===== config.mk =====
export PLATFORM = sky130hd
export DESIGN_NAME = tawas_ls_unit_flat
export DESIGN_NICKNAME = d
export VERILOG_FILES = /design/src/rtl/tawas_ls_unit_if.sv /design/src/rtl/tawas_ls_unit.sv /design/src/flat_wrapper.sv
export SDC_FILE = /design/constraint.sdc
export NUM_CORES = 1
export LEC_CHECK = 0
export ABC_AREA = 1
export CELL_PAD_IN_SITES_DETAIL_PLACEMENT = 1
export CELL_PAD_IN_SITES_GLOBAL_PLACEMENT = 2
export CORE_ASPECT_RATIO = 2
export CORE_MARGIN = 3
export CORE_UTILIZATION = 27
export CTS_CLUSTER_SIZE = 8
export DETAILED_ROUTE_END_ITERATION = 8
export PLACE_DENSITY_LB_ADDON = 0.1
export RECOVER_POWER = 50
export SETUP_SLACK_MARGIN = 0.15
export SYNTH_ARGS = -nofsm -noshare
export SYNTH_HDL_FRONTEND = slang
export SYNTH_SLANG_ARGS = --single-unit

===== constraint.sdc =====
create_clock -name CLK -period 8.2 [get_ports CLK]
set_input_delay 1.64 -clock CLK [delete_from_list [all_inputs] [get_ports CLK]]
set_output_delay 1.64 -clock CLK [all_outputs]
set_load 0.01 [all_outputs]

===== src/rtl/tawas_ls_unit_if.sv =====
// Data-RAM bus and write-back bundle of the Tawas load/store unit.
// The master side is the load/store unit; the slave side is the data RAM and register file.
interface tawas_ls_unit_if;
    logic        D_CS;
    logic        D_WE;
    logic [31:0] D_ADDR;
    logic [3:0]  D_MASK;
    logic [31:0] D_DOUT;
    logic [31:0] D_DIN;

    logic        LS_PTR_UPD_VLD;
    logic [2:0]  LS_PTR_UPD_SEL;
    logic [31:0] LS_PTR_UPD;
    logic        LS_LOAD_VLD;
    logic [2:0]  LS_LOAD_SEL;
    logic [31:0] LS_LOAD;
    logic        LS_FAULT;

    modport master (
        output D_CS, D_WE, D_ADDR, D_MASK, D_DOUT,
        input  D_DIN,
        output LS_PTR_UPD_VLD, LS_PTR_UPD_SEL, LS_PTR_UPD,
        output LS_LOAD_VLD, LS_LOAD_SEL, LS_LOAD, LS_FAULT
    );

    modport slave (
        input  D_CS, D_WE, D_ADDR, D_MASK, D_DOUT,
        output D_DIN,
        input  LS_PTR_UPD_VLD, LS_PTR_UPD_SEL, LS_PTR_UPD,
        input  LS_LOAD_VLD, LS_LOAD_SEL, LS_LOAD, LS_FAULT
    );
endinterface


===== src/rtl/tawas_ls_unit.sv =====
// Tawas load/store stage: issue -> bus -> pointer update -> load align, fixed latencies.
// Optional macro TAWAS_LS_MISALIGN_TRAP_EN traps misaligned half/word accesses instead of aligning them.
module tawas_ls_unit (
    input  logic                   CLK,
    input  logic                   RST,

    input  logic                   LS_VLD,
    input  logic                   LS_WR,
    input  logic [1:0]             LS_SIZE,
    input  logic                   LS_SIGNED,
    input  logic                   LS_PRE,
    input  logic                   LS_UPD,
    input  logic [7:0]             LS_OFFSET,
    input  logic [2:0]             LS_PTR_SEL,
    input  logic [2:0]             LS_LOAD_SEL,
    input  logic [31:0]            LS_PTR,
    input  logic [31:0]            LS_STORE,

    tawas_ls_unit_if.master        ls_bus
);

    // Issue stage (combinational)
    logic [1:0]  i_size;
    logic [31:0] i_eff;
    logic [31:0] i_sum;
    logic [31:0] i_addr;
    logic [1:0]  i_lane;
    logic [3:0]  i_mask;
    logic [31:0] i_dout;
    logic        i_trap;
    logic        i_go;

    always_comb begin
        i_size = (LS_SIZE == 2'd3) ? 2'd2 : LS_SIZE;
        i_eff  = {{24{LS_OFFSET[7]}}, LS_OFFSET} << i_size;
        i_sum  = LS_PTR + i_eff;
        i_addr = LS_PRE ? i_sum : LS_PTR;

        i_lane = 2'b00;
        i_mask = 4'b1111;
        i_dout = LS_STORE;
        case (i_size)
            2'd0: begin
                i_lane = i_addr[1:0];
                i_mask = 4'b0001 << i_addr[1:0];
                i_dout = {4{LS_STORE[7:0]}};
            end
            2'd1: begin
                // Low address bit dropped: a misaligned half lands on its aligned lane pair.
                i_lane = {i_addr[1], 1'b0};
                i_mask = i_addr[1] ? 4'b1100 : 4'b0011;
                i_dout = {2{LS_STORE[15:0]}};
            end
            default: begin
                i_lane = 2'b00;
                i_mask = 4'b1111;
                i_dout = LS_STORE;
            end
        endcase
    end

`ifdef TAWAS_LS_MISALIGN_TRAP_EN
    logic i_misalign;
    assign i_misalign = ((i_size == 2'd1) && i_addr[0]) ||
                        ((i_size == 2'd2) && (i_addr[1:0] != 2'b00));
    assign i_trap = LS_VLD && i_misalign;
`else
    assign i_trap = 1'b0;
`endif

    assign i_go = LS_VLD && !i_trap;

    // Bus stage registers (cycle N+1)
    logic        d_cs;
    logic        d_we;
    logic [31:0] d_addr;
    logic [3:0]  d_mask;
    logic [31:0] d_dout;
    logic        fault;

    logic        b_upd_vld;
    logic [2:0]  b_upd_sel;
    logic [31:0] b_upd_val;
    logic        b_ld_vld;
    logic [2:0]  b_ld_sel;
    logic [1:0]  b_size;
    logic        b_signed;
    logic [1:0]  b_lane;

    always_ff @(posedge CLK or posedge RST) begin
        if (RST) begin
            d_cs      <= 1'b0;
            d_we      <= 1'b0;
            d_addr    <= '0;
            d_mask    <= '0;
            d_dout    <= '0;
            fault     <= 1'b0;
            b_upd_vld <= 1'b0;
            b_upd_sel <= '0;
            b_upd_val <= '0;
            b_ld_vld  <= 1'b0;
            b_ld_sel  <= '0;
            b_size    <= '0;
            b_signed  <= 1'b0;
            b_lane    <= '0;
        end else begin
            d_cs      <= i_go;
            d_we      <= i_go && LS_WR;
            d_addr    <= i_go ? {i_addr[31:2], 2'b00} : '0;
            d_mask    <= i_go ? i_mask : '0;
            d_dout    <= (i_go && LS_WR) ? i_dout : '0;
            fault     <= i_trap;
            b_upd_vld <= i_go && LS_UPD;
            b_upd_sel <= LS_PTR_SEL;
            b_upd_val <= i_sum;
            b_ld_vld  <= i_go && !LS_WR;
            b_ld_sel  <= LS_LOAD_SEL;
            b_size    <= i_size;
            b_signed  <= LS_SIGNED;
            b_lane    <= i_lane;
        end
    end

    // Pointer-update stage registers (cycle N+2)
    logic        u_upd_vld;
    logic [2:0]  u_upd_sel;
    logic [31:0] u_upd_val;
    logic        u_ld_vld;
    logic [2:0]  u_ld_sel;
    logic [1:0]  u_size;
    logic        u_signed;
    logic [1:0]  u_lane;

    always_ff @(posedge CLK or posedge RST) begin
        if (RST) begin
            u_upd_vld <= 1'b0;
            u_upd_sel <= '0;
            u_upd_val <= '0;
            u_ld_vld  <= 1'b0;
            u_ld_sel  <= '0;
            u_size    <= '0;
            u_signed  <= 1'b0;
            u_lane    <= '0;
        end else begin
            u_upd_vld <= b_upd_vld;
            u_upd_sel <= b_upd_vld ? b_upd_sel : '0;
            u_upd_val <= b_upd_vld ? b_upd_val : '0;
            u_ld_vld  <= b_ld_vld;
            u_ld_sel  <= b_ld_sel;
            u_size    <= b_size;
            u_signed  <= b_signed;
            u_lane    <= b_lane;
        end
    end

    // Load stage registers (cycle N+3); RAM word captured at the end of N+2
    logic        l_vld;
    logic [2:0]  l_sel;
    logic [1:0]  l_size;
    logic        l_signed;
    logic [1:0]  l_lane;
    logic [31:0] l_word;

    always_ff @(posedge CLK or posedge RST) begin
        if (RST) begin
            l_vld    <= 1'b0;
            l_sel    <= '0;
            l_size   <= '0;
            l_signed <= 1'b0;
            l_lane   <= '0;
            l_word   <= '0;
        end else begin
            l_vld    <= u_ld_vld;
            l_sel    <= u_ld_vld ? u_ld_sel : '0;
            l_size   <= u_ld_vld ? u_size : '0;
            l_signed <= u_ld_vld && u_signed;
            l_lane   <= u_ld_vld ? u_lane : '0;
            l_word   <= u_ld_vld ? ls_bus.D_DIN : '0;
        end
    end

    logic [7:0]  l_byte;
    logic [15:0] l_half;
    logic [31:0] l_data;

    always_comb begin
        l_byte = l_word[7:0];
        case (l_lane)
            2'd0:    l_byte = l_word[7:0];
            2'd1:    l_byte = l_word[15:8];
            2'd2:    l_byte = l_word[23:16];
            default: l_byte = l_word[31:24];
        endcase
        l_half = l_lane[1] ? l_word[31:16] : l_word[15:0];

        l_data = l_word;
        case (l_size)
            2'd0:    l_data = l_signed ? {{24{l_byte[7]}}, l_byte} : {24'b0, l_byte};
            2'd1:    l_data = l_signed ? {{16{l_half[15]}}, l_half} : {16'b0, l_half};
            default: l_data = l_word;
        endcase
    end

    assign ls_bus.D_CS           = d_cs;
    assign ls_bus.D_WE           = d_we;
    assign ls_bus.D_ADDR         = d_addr;
    assign ls_bus.D_MASK         = d_mask;
    assign ls_bus.D_DOUT         = d_dout;
    assign ls_bus.LS_FAULT       = fault;
    assign ls_bus.LS_PTR_UPD_VLD = u_upd_vld;
    assign ls_bus.LS_PTR_UPD_SEL = u_upd_sel;
    assign ls_bus.LS_PTR_UPD     = u_upd_val;
    assign ls_bus.LS_LOAD_VLD    = l_vld;
    assign ls_bus.LS_LOAD_SEL    = l_sel;
    assign ls_bus.LS_LOAD        = l_data;

endmodule


===== src/flat_wrapper.sv =====
// flat-port wrapper written by rule: the top's interface ports become plain ports
module tawas_ls_unit_flat 
  (CLK, RST, LS_VLD, LS_WR, LS_SIZE, LS_SIGNED, LS_PRE, LS_UPD, LS_OFFSET, LS_PTR_SEL, LS_LOAD_SEL, LS_PTR, LS_STORE, ls_bus_D_CS, ls_bus_D_WE, ls_bus_D_ADDR, ls_bus_D_MASK, ls_bus_D_DOUT, ls_bus_D_DIN, ls_bus_LS_PTR_UPD_VLD, ls_bus_LS_PTR_UPD_SEL, ls_bus_LS_PTR_UPD, ls_bus_LS_LOAD_VLD, ls_bus_LS_LOAD_SEL, ls_bus_LS_LOAD, ls_bus_LS_FAULT);
  tawas_ls_unit_if ls_bus_i ();
  input  logic CLK;
  input  logic RST;
  input  logic LS_VLD;
  input  logic LS_WR;
  input  logic [1:0] LS_SIZE;
  input  logic LS_SIGNED;
  input  logic LS_PRE;
  input  logic LS_UPD;
  input  logic [7:0] LS_OFFSET;
  input  logic [2:0] LS_PTR_SEL;
  input  logic [2:0] LS_LOAD_SEL;
  input  logic [31:0] LS_PTR;
  input  logic [31:0] LS_STORE;
  output wire logic [$bits(ls_bus_i.D_CS)-1:0] ls_bus_D_CS;
  output wire logic [$bits(ls_bus_i.D_WE)-1:0] ls_bus_D_WE;
  output wire logic [$bits(ls_bus_i.D_ADDR)-1:0] ls_bus_D_ADDR;
  output wire logic [$bits(ls_bus_i.D_MASK)-1:0] ls_bus_D_MASK;
  output wire logic [$bits(ls_bus_i.D_DOUT)-1:0] ls_bus_D_DOUT;
  input wire logic [$bits(ls_bus_i.D_DIN)-1:0] ls_bus_D_DIN;
  output wire logic [$bits(ls_bus_i.LS_PTR_UPD_VLD)-1:0] ls_bus_LS_PTR_UPD_VLD;
  output wire logic [$bits(ls_bus_i.LS_PTR_UPD_SEL)-1:0] ls_bus_LS_PTR_UPD_SEL;
  output wire logic [$bits(ls_bus_i.LS_PTR_UPD)-1:0] ls_bus_LS_PTR_UPD;
  output wire logic [$bits(ls_bus_i.LS_LOAD_VLD)-1:0] ls_bus_LS_LOAD_VLD;
  output wire logic [$bits(ls_bus_i.LS_LOAD_SEL)-1:0] ls_bus_LS_LOAD_SEL;
  output wire logic [$bits(ls_bus_i.LS_LOAD)-1:0] ls_bus_LS_LOAD;
  output wire logic [$bits(ls_bus_i.LS_FAULT)-1:0] ls_bus_LS_FAULT;
  assign ls_bus_D_CS = ls_bus_i.D_CS;
  assign ls_bus_D_WE = ls_bus_i.D_WE;
  assign ls_bus_D_ADDR = ls_bus_i.D_ADDR;
  assign ls_bus_D_MASK = ls_bus_i.D_MASK;
  assign ls_bus_D_DOUT = ls_bus_i.D_DOUT;
  assign ls_bus_i.D_DIN = ls_bus_D_DIN;
  assign ls_bus_LS_PTR_UPD_VLD = ls_bus_i.LS_PTR_UPD_VLD;
  assign ls_bus_LS_PTR_UPD_SEL = ls_bus_i.LS_PTR_UPD_SEL;
  assign ls_bus_LS_PTR_UPD = ls_bus_i.LS_PTR_UPD;
  assign ls_bus_LS_LOAD_VLD = ls_bus_i.LS_LOAD_VLD;
  assign ls_bus_LS_LOAD_SEL = ls_bus_i.LS_LOAD_SEL;
  assign ls_bus_LS_LOAD = ls_bus_i.LS_LOAD;
  assign ls_bus_LS_FAULT = ls_bus_i.LS_FAULT;
  tawas_ls_unit u_core (.CLK(CLK), .RST(RST), .LS_VLD(LS_VLD), .LS_WR(LS_WR), .LS_SIZE(LS_SIZE), .LS_SIGNED(LS_SIGNED), .LS_PRE(LS_PRE), .LS_UPD(LS_UPD), .LS_OFFSET(LS_OFFSET), .LS_PTR_SEL(LS_PTR_SEL), .LS_LOAD_SEL(LS_LOAD_SEL), .LS_PTR(LS_PTR), .LS_STORE(LS_STORE), .ls_bus(ls_bus_i));
endmodule

# Word level (Yosys, flattened, before mapping)
# Cells that the tools add are included.
[totals] regBits=201 inputBits=119 wordCells=63
[classes] add_sub_neg=1 eq_ne=5 shifts=2 n_mux=20 n_reduce_logical=8
[ops] op="$mux 32" n=7
[ops] op="$pmux 32 s2" n=2
[ops] op="$add 32x32->32" n=1
[ops] op="$shl 32x2->32" n=1
[ops] op="$pmux 8 s3" n=1
[ops] op="$mux 16" n=1
[ops] op="$mux 4" n=2
[ops] op="$pmux 4 s2" n=1
[ops] op="$eq 2x1->1 const B" n=3
[ops] op="$logic_not 2->1" n=3
[ops] op="$mux 2" n=3
[ops] op="$mux 3" n=2
[ops] op="$eq 2x2->1 const B" n=2
[ops] op="$logic_and 1x1->1" n=4
[ops] op="$pmux 2 s2" n=1
[ops] op="$shl 1x2->4 const A" n=1
[ops] op="$logic_not 1->1" n=1

# Depth between registers and ports, before layout
# Gate-level depths: netlist of run 1.
[logic_depth] ltp_word=8 depth_mapped=19 mapped_depth_nobuf=17

# Least setup slack after synthesis of run 1
# No wires, ideal clock.
[synth_timing] path_kind="input port to flip-flop" start="input port LS_SIZE[1]" end="register u_core.d_addr[12], in the netlist u_core.ls_bus.D_ADDR[12]" setup_time_ns=0.120 arrival_time_ns=3.708 setup_slack_ns=4.372 stages=15 n_path_buf=2 path_cell_list="clkbuf_1 -> nor2_1 -> inv_1 -> buf_2 -> nor2_1 -> ha_1 -> fa_1 -> nand3_1 -> nand3_1 -> nand3_1 -> nand3_1 -> xnor2_1 -> inv_1 -> o21ai_0 -> inv_1"
[synth_via] elab_chain_len=6
[synth_rtl] item="start, declared" line="flat_wrapper.sv:9" rtl="input logic [1:0] LS_SIZE;"
[synth_rtl] item="$eq 2x2->1" line="tawas_ls_unit.sv:34" rtl="i_size = (LS_SIZE == 2'd3) ? 2'd2 : LS_SIZE;"
[synth_rtl] item="$mux 2 *" line="tawas_ls_unit.sv:34"
[synth_rtl] item="$shl 32x2->32 *" line="tawas_ls_unit.sv:35" rtl="i_eff = {{24{LS_OFFSET[7]}}, LS_OFFSET} << i_size;"
[synth_rtl] item="$add 32x32->32 *" line="tawas_ls_unit.sv:36" rtl="i_sum = LS_PTR + i_eff;"
[synth_rtl] item="via u_core.i_sum[12]" line="tawas_ls_unit.sv:25" rtl="logic [31:0] i_sum;"
[synth_rtl] item="$mux 32 *" line="tawas_ls_unit.sv:37" rtl="i_addr = LS_PRE ? i_sum : LS_PTR;"
[synth_rtl] item="$mux 32 *" line="tawas_ls_unit.sv:109" rtl="d_addr <= i_go ? {i_addr[31:2], 2'b00} : '0;"
[synth_rtl] item="end signal, assigned" line="tawas_ls_unit.sv:109"
[synth_rtl] item="end, declared" line="tawas_ls_unit.sv:76" rtl="logic [31:0] d_addr;"
# Mark *: on every way through the listed nets, which the timed path passes. The rest lies on a longest branch.

# Worst setup path after layout of run 1
[layout_timing] start="input port LS_SIZE[1]" end="register u_core.d_addr[23], in the netlist u_core.ls_bus.D_ADDR[23]"
[layout_via] elab_chain_len=6
[layout_rtl] item="$eq 2x2->1" line="tawas_ls_unit.sv:34"
[layout_rtl] item="$mux 2 *" line="tawas_ls_unit.sv:34"
[layout_rtl] item="$shl 32x2->32 *" line="tawas_ls_unit.sv:35"
[layout_rtl] item="$add 32x32->32 *" line="tawas_ls_unit.sv:36"
[layout_rtl] item="$mux 32 *" line="tawas_ls_unit.sv:37"
[layout_rtl] item="$mux 32 *" line="tawas_ls_unit.sv:109"
# Every way passes the cells marked *; elsewhere a longest branch is shown, timed or not.

==> results.json, run 1 <==
{
  "status": "finished with violations",
  "violations": "capacitance limit, slew limit",
  "swShare": 0.304,
  "cts_tree": "built",
  "fill_cells": 4279,
  "crit-reg2reg-launch": "u_core.u_ld_vld",
  "pin_count": 262,
  "synth.top_cell.area_share": 0.510,
  "antenna_found_initial": 2,
  "num_rows": 97,
  "power.switching_uw": 744,
  "drive_gt1_frac": 0.0305,
  "cts_buffer_depth": 2,
  "dr.first_iter.drc_count": 287,
  "post_cts_resized": 0,
  "grt_max_degree": 130,
  "path_clk_slew_ps": 70,
  "hp-class": "reg2reg",
  "final.min_clock_period_ps": 5450,
  "end_kind": "flip-flop",
  "root_buffer": "clkbuf_16",
  "nets": 1682,
  "route.detailed.drc": 0,
  "synth_common_cells": "418 x nand2_1, 250 x inv_1, 199 x dfrtp_1",
  "internal-power_mw": 1.70,
  "io_buffers": 258,
  "cts_max_level": 4,
  "yosysSeqAreaShare": 0.510,
  "yosysTopAreaCell": "dfrtp_1",
  "grt_pass1_vias": 9579,
  "crit_path_max_fanout": 30,
  "setup_viol": 0,
  "synth-main-ff-cell": "dfrtp_1",
  "crit_required_ps": 8540,
  "startpoint_type": "primary input",
  "fin_ws_ps": 2750,
  "min_period_over_period": 0.665,
  "grt_pass1_wl_mm": 55.5,
  "slew_violations": 78,
  "fin_setup_tns_ps": 0,
  "grt_usage": 0.190,
  "pwr-share-clk": 0.345,
  "cts_inserted_buffers": 17,
  "hold_depth": 0,
  "grt_overflow": 0,
  "synthToLayoutAreaGrowth_pct": 36.9,
  "dieHeight_um": 275,
  "synth_edf_count": 0,
  "hpwl_mm": 28.2,
  "cts_hold_buf": 0,
  "cts.sinks": 199,
  "cts_setup_buffers": 0,
  "synth_area_um2": 9760,
  "coreArea_um2": 35300,
  "avgSynthCellArea_um2": 7.61,
  "die_x_um": 140,
  "p_per_area_nw_per_um2": 183,
  "final_hold_viol_count": 0,
  "min_from": "u_core.b_ld_sel[0]",
  "worstPathArrival_ps": 5790,
  "cap_viol_max_count": 2,
  "peakVddDrop_mv": 0.155,
  "viasPerCell": 4.42,
  "ant_nets": 0,
  "yosys_warnings": 0,
  "rsz0062_at_grt": "no",
  "finClkSkew_ps": 12.1,
  "post-place-ws_ps": 2190,
  "die-area_um2": 38600,
  "reg2reg_depth": 3,
  "synth_top_cells_by_area": "dfrtp_1 51%, nand2_1 16%, inv_1 9.6%, nor2_1 5.9%, ha_1 4.1%",
  "syn_inst": 1282,
  "worstMarginPinSlew_ps": 2000,
  "timing.slew.headroom": -0.336,
  "yosysMostFrequentCell": "nand2_1",
  "post_drt_wl_per_cell_um": 18.1,
  "max_freq_mhz": 183,
  "dr.pass1.iters": 4,
  "leakage_nw": 7.47,
  "ys_types": 32,
  "p_comb_frac": 0.210,
  "ys_seq_elements": 199,
  "start_util": 0.276,
  "dr_total_vias": 8802,
  "async_flop_share": 1.00,
  "place.gp.congestion": 0.829,
  "sequentialPowerShare": 0.445,
  "wl_mm": 36.1,
  "cp-startpoint": "LS_SIZE[1]",
  "whs_ps": 351,
  "insertion_delay_ps": 450,
  "crit_type": "in2reg"
}
==> power by group through the flow <==
| stage | registers [mW] | clock network (mW) | logic, mW |
|---|---|---|---|
| after floorplan | 1.12 | 0 | 0.245 |
| after global placement | 1.11 | 0 | 0.526 |
| after detailed placement | 1.11 | 0 | 0.529 |
| after CTS | 1.09 | 0.875 | 0.532 |
| after global routing | 1.10 | 0.915 | 0.575 |
| final | 1.09 | 0.843 | 0.513 |
==> metal layers <==
metal	global-route usage	routed length [µm]
met1	0.189	12600
met2	0.391	21600
met3	0.0249	1080
met5	0	0
met4	0.0638	793
==> critical path: stages <==
cell           delay (ps)
dlygate4sd3_1         710
inv_1                 730
nand2_1               610
o21ai_0               520
ha_1                  330
nand3_1               100
nand3_1               160
nand2_1               110
nand2_1               120
nand2_1               100
nand2_1               150
nand2_1               130
nand2_1                60
nand2_1                70
nand3_1                70
nand2_1               140
inv_1                  50
==> through the flow <==
stage               cells  cell area (µm²)   util  total power, mW
finish               1990            13400  0.378             2.44
global route         1990            13400  0.378             2.59
CTS                  1988            13400  0.378             2.50
detailed placement   1956            12800  0.362             1.64
global placement     1956            12800  0.362             1.63
floorplan            1284             9770      -             1.37
==> path summary, 6_finish.rpt <==
check | to | slack (ps)
worst max-delay path | u_core.ls_bus.D_ADDR[23] | 2750
worst min-delay path | u_core.u_ld_sel[0] | 350
worst max register to register | u_core.l_word[11] | 6060
worst min register to register | u_core.u_ld_sel[0] | 350
max in group asynchronous | u_core.ls_bus.LS_PTR_UPD[9] | 4740
min in group asynchronous | u_core.ls_bus.LS_PTR_UPD_SEL[0] | 1890
==> sequential cells by signal (all words and copies together) (netlist names), 2 cells and up <==
signal,count
u_core.b_lane,2
u_core.ls_bus.LS_LOAD_SEL,3
u_core.b_upd_val,32
u_core.b_size,2
u_core.b_upd_sel,3
u_core.l_lane,2
u_core.ls_bus.D_ADDR,30
u_core.ls_bus.LS_PTR_UPD,32
u_core.ls_bus.D_DOUT,32
u_core.u_lane,2
u_core.l_size,2
u_core.l_word,32
u_core.u_ld_sel,3
u_core.u_size,2
u_core.ls_bus.LS_PTR_UPD_SEL,3
u_core.ls_bus.D_MASK,4
u_core.b_ld_sel,3
==> layout make-up <==
| class | count | area, µm² | area share |
|---|---|---|---|
| clock inverter | 15 | 144 | 0.0108 |
| sequential | 199 | 4980 | 0.373 |
| timing repair buffer | 265 | 2620 | 0.196 |
| clock buffer | 17 | 425 | 0.0318 |
| tap | 445 | 557 | 0.0417 |
| antenna | 2 | 5.00 | 0.000375 |
| inverter | 252 | 953 | 0.0714 |
| multi-input combinational | 795 | 3670 | 0.275 |
==> kinds of logic after synthesis <==
family / count (synthesis) / synth area share
AND/OR/NAND/NOR: 638 / 0.255
adder cells (fa/ha/maj): 33 / 0.0431
buffers and inverters: 290 / 0.114
XOR/XNOR: 15 / 0.0135
other: 1 / 0.000384
AO/OA/AOI/OAI: 106 / 0.0636
flip-flops: 199 / 0.510
==> cell usage in the layout (no fill, tap or decap), types with 2 or more instances in the layout <==
cell type / instances
dlygate4sd3_1: 46
nand3_1: 55
conb_1: 3
clkinv_2: 3
nand4_1: 3
inv_1: 249
o22ai_1: 14
clkbuf_16: 17
diode_2: 2
ha_1: 32
o21ai_0: 39
clkdlybuf4s50_1: 211
xnor2_1: 4
dfrtp_1: 199
clkinv_4: 4
nor2_1: 153
o311ai_0: 6
clkinvlp_4: 2
inv_6: 3
o21bai_1: 4
nor3_1: 5
clkbuf_1: 2
inv_2: 2
buf_4: 5
xor2_1: 11
nand2_1: 418
o211ai_1: 3
inv_8: 3
nor2_2: 2
a21oi_1: 35
(Power assumes the default switching activity.)
==> run 2, diff against run 1 <==
==> constraint.sdc (replaced) <==
create_clock -name CLK -period 5.4 [get_ports CLK]
set_input_delay 1.08 -clock CLK [delete_from_list [all_inputs] [get_ports CLK]]
set_output_delay 1.08 -clock CLK [all_outputs]
set_load 0.01 [all_outputs]
==> results.json, run 2 (synthesis results as in run 1) <==
{
  "status": "finished with violations",
  "violations": "capacitance limit, slew limit",
  "dpl.cell_count": 1961,
  "crit_path_max_fanout": 11,
  "cap_viol_max_count": 2,
  "grtUsageMet3": 0.0264,
  "drive_gt1_frac": 0.0329,
  "instances_no_fill": 1996,
  "synthToLayoutAreaGrowth_pct": 37.1,
  "setup_viol": 0,
  "die-area_um2": 38600,
  "dr.pass1.iters": 4,
  "crit_required_ps": 4320,
  "post_drt_wl_per_cell_um": 18.0,
  "dieHeight_um": 275,
  "worstPathArrival_ps": 3270,
  "crit_type": "reg2out",
  "pin_count": 262,
  "io_buffers": 258,
  "cts.sinks": 199,
  "r2r_slack_ps": 3180,
  "p_per_area_nw_per_um2": 275,
  "grt_pass1_wl_mm": 55.0,
  "ant_nets": 0,
  "fin_ws_ps": 1050,
  "grt_overflow": 0,
  "antenna_found_initial": 3,
  "gr-max-usage-layer": "met2",
  "grt_max_degree": 114,
  "nets": 1687,
  "fin_area_um2": 13400,
  "fill_cells": 4319,
  "cts_buffer_depth": 2,
  "place.gp.congestion": 0.834,
  "dr.first_iter.drc_count": 267,
  "route.detailed.drc": 0,
  "max_freq_mhz": 230,
  "final_cell_mix": "418 x nand2_1, 249 x inv_1, 233 x clkdlybuf4s50_1, 199 x dfrtp_1, 153 x nor2_1",
  "leakage_nw": 7.39,
  "hpwl_mm": 28.4,
  "final.min_clock_period_ps": 4350,
  "dr_total_vias": 8798,
  "wl_mm": 36.0,
  "rsz0062_at_grt": "no",
  "grt_pass1_vias": 9472,
  "insertion_delay_ps": 450,
  "min_period_over_period": 0.805,
  "worstMarginPinSlew_ps": 2070,
  "finClkSkew_ps": 10.3,
  "cts_max_level": 4,
  "start_util": 0.276,
  "reg2reg_depth": 3,
  "final_hold_viol_count": 0,
  "viasPerCell": 4.41,
  "coreArea_um2": 35300,
  "startpoint_type": "flip-flop",
  "slew_violations": 96,
  "fin_setup_tns_ps": 0,
  "die_x_um": 140,
  "end_kind": "primary output",
  "cts_setup_buffers": 0,
  "root_buffer": "clkbuf_16",
  "cts_hold_buf": 0,
  "hold_depth": 0,
  "dpl_cell_area_um2": 12900,
  "cts_inserted_buffers": 17,
  "path_clk_slew_ps": 70,
  "timing.slew.headroom": -0.377,
  "grt_usage": 0.189,
  "cts_tree": "built",
  "num_rows": 97,
  "gr-usage-met1": 0.190,
  "peakVddDrop_mv": 0.218,
  "grt_use_met2": 0.382,
  "post-place-ws_ps": 1020,
  "whs_ps": 350,
  "hp-class": "reg2reg",
  "layout_commonest_cell": "nand2_1",
  "post_cts_resized": 0
}
run 2: cell types whose count changed in the layout (fill, tap and decap cells not counted), moves of 2 or more:
cell and change:
inv_8 -2, clkinvlp_4 +2, dlygate4sd3_1 -22, clkdlybuf4s50_1 +22, buf_4 +2, clkinv_4 -3
run 2: worst paths after layout:
kind,startpoint,end
max,u_core.l_size[1],ls_bus_LS_LOAD[0]
min,u_core.b_signed,u_core.u_signed
max reg2reg,u_core.b_upd_vld,u_core.ls_bus.LS_PTR_UPD[9]
min reg2reg,u_core.b_signed,u_core.u_signed
max in group asynchronous,RST,u_core.ls_bus.D_ADDR[21]
min in group asynchronous,RST,u_core.ls_bus.D_DOUT[8]
run 2: power by group:
| part | internal, mW | switching [mW] |
|---|---|---|
| clock network | 0.613 | 0.630 |
| logic | 0.328 | 0.461 |
| registers | 1.61 | 0.0405 |
run 2: worst max-delay path, cell delays in order (launching register included):
cell and delay, ps:
dfrtp_1 470, nor2_1 810, nor2_1 380, o311ai_0 530, clkdlybuf4s50_1 630
run 2: through the flow:
stage	total power, mW	utilization
2_1_floorplan	2.08	-
3_3_place_gp	2.49	0.364
3_5_place_dp	2.50	0.364
4_1_cts	3.77	0.380
5_1_grt	3.90	0.379
6_report	3.68	0.379
run 2: layer usage:
layer / vias up / part of all wire / wire length [µm]
met5: - / 0 / 0
met4: 0 / 0.031 / 1100
met3: 37 / 0.032 / 1150
met2: 172 / 0.58 / 21000
met1: 4244 / 0.35 / 12700
li1: 4345 / - / -
run 2: final cells by class:
class,instances,area (µm²),area share
Antenna cell,3,7.51,0.000561
Sequential cell,199,4980,0.372
Clock inverter,14,116,0.00869
Tap cell,445,557,0.0416
Clock buffer,18,439,0.0328
Inverter,252,947,0.0708
Timing Repair Buffer,270,2670,0.199
Multi-Input combinational cell,795,3670,0.274
